### config.mk
export PLATFORM = sky130hd
export DESIGN_NAME = dual_port_ram_64x8
export DESIGN_NICKNAME = d
export VERILOG_FILES = /design/src/rtl/ram_pkg.sv /design/src/rtl/dual_port_ram_64x8.sv
export SDC_FILE = /design/constraint.sdc
export NUM_CORES = 1
export LEC_CHECK = 0
export ABC_AREA = 0
export CORE_ASPECT_RATIO = 1.4
export CORE_UTILIZATION = 35
export DETAILED_ROUTE_END_ITERATION = 8
export PLACE_DENSITY = 0.47
export SLEW_MARGIN = 10
export SYNTH_ARGS = -nofsm -noshare
export SYNTH_HDL_FRONTEND = slang
export SYNTH_SLANG_ARGS = --single-unit
### constraint.sdc
create_clock -name clk -period 21.3 [get_ports clk]
set_input_delay 5.325 -clock clk [delete_from_list [all_inputs] [get_ports clk]]
set_output_delay 5.325 -clock clk [all_outputs]
set_load 0.005 [all_outputs]
### src/rtl/ram_pkg.sv
// ram_pkg: shared widths and word/address types for the 64x8 dual-port RAM.
package ram_pkg;
  localparam int DATA_W = 8;
  localparam int ADDR_W = 6;
  localparam int DEPTH = 2 ** ADDR_W;
  typedef logic [DATA_W-1:0] word_t;
  typedef logic [ADDR_W-1:0] addr_t;
endpackage

### src/rtl/dual_port_ram_64x8.sv
// dual_port_ram_64x8: 64x8 RAM, port 0 read/write, port 1 read-only, registered read-first outputs.
module dual_port_ram_64x8
  import ram_pkg::*;
(
  input  logic  clk,
  input  logic  rst,
  input  logic  wr_en,
  input  word_t data_in,
  input  addr_t addr_in_0,
  input  addr_t addr_in_1,
  input  logic  port_en_0,
  input  logic  port_en_1,
  output word_t data_out_0,
  output word_t data_out_1
);
  word_t r_mem [DEPTH];
  // Reads sample the array before this edge's write lands, giving read-first on both ports.
  always_ff @(posedge clk or posedge rst)
    if (rst) begin
      r_mem <= '{default: '0};
      data_out_0 <= '0;
      data_out_1 <= '0;
    end else begin
      if (port_en_0 && wr_en) r_mem[addr_in_0] <= data_in;
      if (port_en_0) data_out_0 <= r_mem[addr_in_0];
      if (port_en_1) data_out_1 <= r_mem[addr_in_1];
    end
endmodule

== Word level (Yosys, flattened, before mapping) ==
Index checks and enable logic that the tools add are counted.
W data, S select, Z words.

* $lt $le $gt $ge: 3
* Mux-type cells: 9
* Bitwise gates (word level): 2
* Reductions and logical operators: 2

{| class="wikitable"
|+ Operators with widths
! operator !! number
|-
| $bwmux W512 || 1
|-
| $bmux W8 S6 || 2
|-
| $demux W8 S6 || 1
|-
| $mux W8 || 5
|-
| $ge A7 B7 Y1 const B || 2
|-
| $not A6 Y7 || 2
|-
| $lt A7 B1 Y1 const B || 1
|-
| $logic_and A1 B1 Y1 || 2
|}

* Flip-flop bits (word level): 528
* Input port bits: 25

== Longest topological paths before layout ==
* Depth after elaboration: 6
* Depth in mapped cells: 10
* Mapped depth without buffers: 6

== Worst setup path before layout ==
No wires, ideal clock.

* Kind: input to register
* Start: input port addr_in_1[0]
* End: register data_out_1[2]
* Library setup time: 0.129 ns
* Arrival: 6.957 ns
* Data required time: 21.171 ns
* Path slack: 14.214 ns
* Stages on the path: 8
* Path buffers: 3
* Cell sequence: buf_2 buf_4 buf_2 mux4_2 mux2i_1 o22ai_1 a221oi_1 nand2_1

* Cells in the longest elaborated chain, start to end: 4

{| class="wikitable"
|+ RTL lines
! item !! line !! RTL
|-
| from (decl) || dual_port_ram_64x8.sv:10 || <nowiki>input addr_t addr_in_1,</nowiki>
|-
| $not A6 Y7 (implied by the code) || dual_port_ram_64x8.sv:26 || <nowiki>if (port_en_1) data_out_1 <= r_mem[addr_in_1];</nowiki>
|-
| $bmux W8 S6 || dual_port_ram_64x8.sv:26 ||
|-
| $mux W8 (implied by the code) (2 in series) || dual_port_ram_64x8.sv:26 ||
|-
| to (signal assigned) || dual_port_ram_64x8.sv:26 ||
|-
| to (decl) || dual_port_ram_64x8.sv:14 || <nowiki>output word_t data_out_1</nowiki>
|}

No other way between the ends. The select of a mux whose other input is x is not followed.
A chain may end at the register's enable or synchronous reset.

==> run summary <==
Core ar.: 80330 um2
CTS tree: built
cell count after synthesis: 2018
io pins: 41
worst-path cell chain: clkdlybuf4s50_1, inv_8, buf_4, buf_12, buf_4
status: finished clean
Min Clock Period, post-route: 8.143 ns
Cell variety after synth: 52
Placement Cell Area: 29650 um2
worst hold path class: reg2reg
Final Hold Violating Endpoints: 0
# fillers: 7580
mapped cell area: 28440 um2
CP peak stage delay: 0.82 ns
initial antenna violation count: 1
hold_buf cts: 0
Syn Nets: 2043
post-cts resize count: 0
share of the synthesized area in the top cell type: 46.45%
RePlAce Congestion: 0.8937
Clock Path Buffers: 3
setup slack, reg-to-reg: 18.98 ns
VDD IR max: 0.05524 mV
Worst Hold Path EP: r_mem[344]$_DFFE_PP0P_
most numerous cell in the Yosys netlist: mux2_2
area leader, netlist: dfrtp_1
Post-CTS Setup Repair Bufs: 0
wire per inst: 32.40 um
RSZ-0062 raised after global routing: no
HPWL after detailed placement: 64840 um
crit end category: asynchronous set/reset pin
GRT Overall Usage: 24.42%
fin nets: 2006
Max Cap Viol: 0
Worst Tran Pin Value: 1.242 ns
largest net degree at the start of global routing: 167
Slowest cell on crit path: buf_4
Worst Path Required: 21.95 ns
period utilisation layout: 38.23%
synth warn: 0
Worst R2R End: data_out_0[0]$_DFFE_PP0P_
Max Clk Rate: 122.8 MHz
Clock H-tree levels: 2
pwr/cell area: 80.98 nW/um2
Max Clock Skew: 0.01466 ns
Slew headroom: 17.02%
P&R area growth vs syn: 11.10%
Startpoint Class: input pin
Die H: 339.3 um
worst reg2reg path depth: 5
Total Routed Length: 100000 um
Clock Pin Slew Worst Setup and Hold Paths: 0.06 ns
critical path class: in2async
Die Wd: 242.9 um
Setup TNS Final: 0 ns
I/O Buffers: 40
# setup viols final: 0
Die ar.: 82420 um2
Worst-Skew Late Latency: 0.65 ns
Inserted Diodes: 0
Starting Density: 35.40%
min-delay src: r_mem[344]$_DFFE_PP0P_
r2r startpoint: r_mem[128]$_DFFE_PP0P_
drc violations: 0
1st-iter DRT viols: 1446
Root Buffer: clkbuf_16
Seq cells post-synth: 528
Area contributors post-synth: dfrtp_1, mux2_2, mux4_2, mux2i_1, nor2_2
Hold Crit Depth: 1
DR pass1 iterations: 5
GR Overflow Total: 0
Post-synth EDFFs: 0
Slew Viols, Final: 0
Synth async-reset ratio: 100.0%
vias per cell: 6.003
register area share after synthesis: 46.45%
most used cell, CP: buf_4
CP arrival: 8.80 ns
Leak: 0.01375 uW
peak fanout along the critical path: 166
Num CTS Buffers: 55
share of layout cells above drive strength 1: 48.08%
vias in the first global route: 19085
Synth Area per Inst: 14.09 um2
final instance area: 31600 um2
Row Count: 123
Fin Hold WS: 0.5187 ns
first-pass GRT wire length: 146800 um
top_reg_cell synth: dfrtp_1
Sink Count: 528
ANT nets after route: 0
Post-synth top cells: mux2_2, dfrtp_1, mux4_2, mux2i_1, clkbuf_1
routed vias: 18536
[registers in the layout, summed over array words and instances, names as in the netlist]
signal and count:
data_out_0 8, data_out_1 8, r_mem 512
[placed cells by master, fill, tap and decap left out, types with 7 or more instances in the layout]
cell and count:
o22ai_1 32, nand2_2 7, clkbuf_16 57, bufinv_16 7
buf_4 42, inv_1 9, o32a_1 7, clkbuf_1 10
nand2_1 35, mux2_2 559, a31oi_1 10, nor2_1 40
o211ai_1 8, a221oi_1 40, mux2i_1 94, clkdlybuf4s50_1 26
nor2_2 59, clkinv_2 10, nor3_1 11, nor2_4 9
a21oi_1 51, clkbuf_8 13, nand3_1 8, dfrtp_1 528
buf_2 8, o21ai_0 26, o221ai_1 12, mux4_2 184
a22oi_1 44
[worst max-delay path by stage]
stage / cells after the start / slack, ns / startpoint / to
final: 5 / 13.16 / rst / r_mem[21]$_DFFE_PP0P_
after CTS: 5 / 12.98 / rst / r_mem[42]$_DFFE_PP0P_
after detailed placement: 5 / 12.32 / rst / r_mem[10]$_DFFE_PP0P_
after global routing: 5 / 12.62 / rst / r_mem[42]$_DFFE_PP0P_
after global placement: 7 / 11.85 / addr_in_1[0] / data_out_1[0]$_DFFE_PP0P_
after floorplan: 1 / 1.22 / rst / data_out_0[0]$_DFFE_PP0P_
[through the flow]
step | instances | setup slack (ns) | total power [uW] | util (%)
CTS | 3088 | 12.98 | 2583 | 39.33
floorplan | 2018 | 1.222 | 1394 | -
global placement | 2984 | 11.85 | 1513 | 36.89
global route | 3088 | 12.62 | 2646 | 39.34
detailed placement | 2986 | 12.32 | 1521 | 36.91
finish | 3088 | 13.16 | 2559 | 39.34
[critical path, delay by kind of cell]
kind / cells / cell delay (ns)
buffers and inverters: 5 / 3.15
[logic make-up after synthesis]
family	after synthesis	synth area share [%]
buf+inv	187	3.106
compound gates	260	6.379
mux	838	40.05
flops	528	46.45
simple gates	205	4.012
[per-layer routing]
layer,track usage [%],up-vias,wire [um]
met4,8.124,0,3458
met5,0,-,0
met2,40.71,585,49530
met1,32.88,10119,42290
li1,-,7705,-
met3,2.965,127,4754
[cell type report]
cell class / instances / area, um2 / share of cell area, %
multi-input combinational: 1303 / 14370 / 45.46
sequential: 528 / 13210 / 41.81
clock buffer: 80 / 1643 / 5.199
tap: 1062 / 1329 / 4.205
timing repair buffer: 83 / 706.9 / 2.237
clock inverter: 22 / 299.0 / 0.9463
inverter: 10 / 45.04 / 0.1425
[report_power, final]
part	switching, uW	internal, uW
logic	182	166
clock network	437	618
registers	68.9	1090
total	689	1870
No activity file was read; power rests on OpenSTA's default activity.
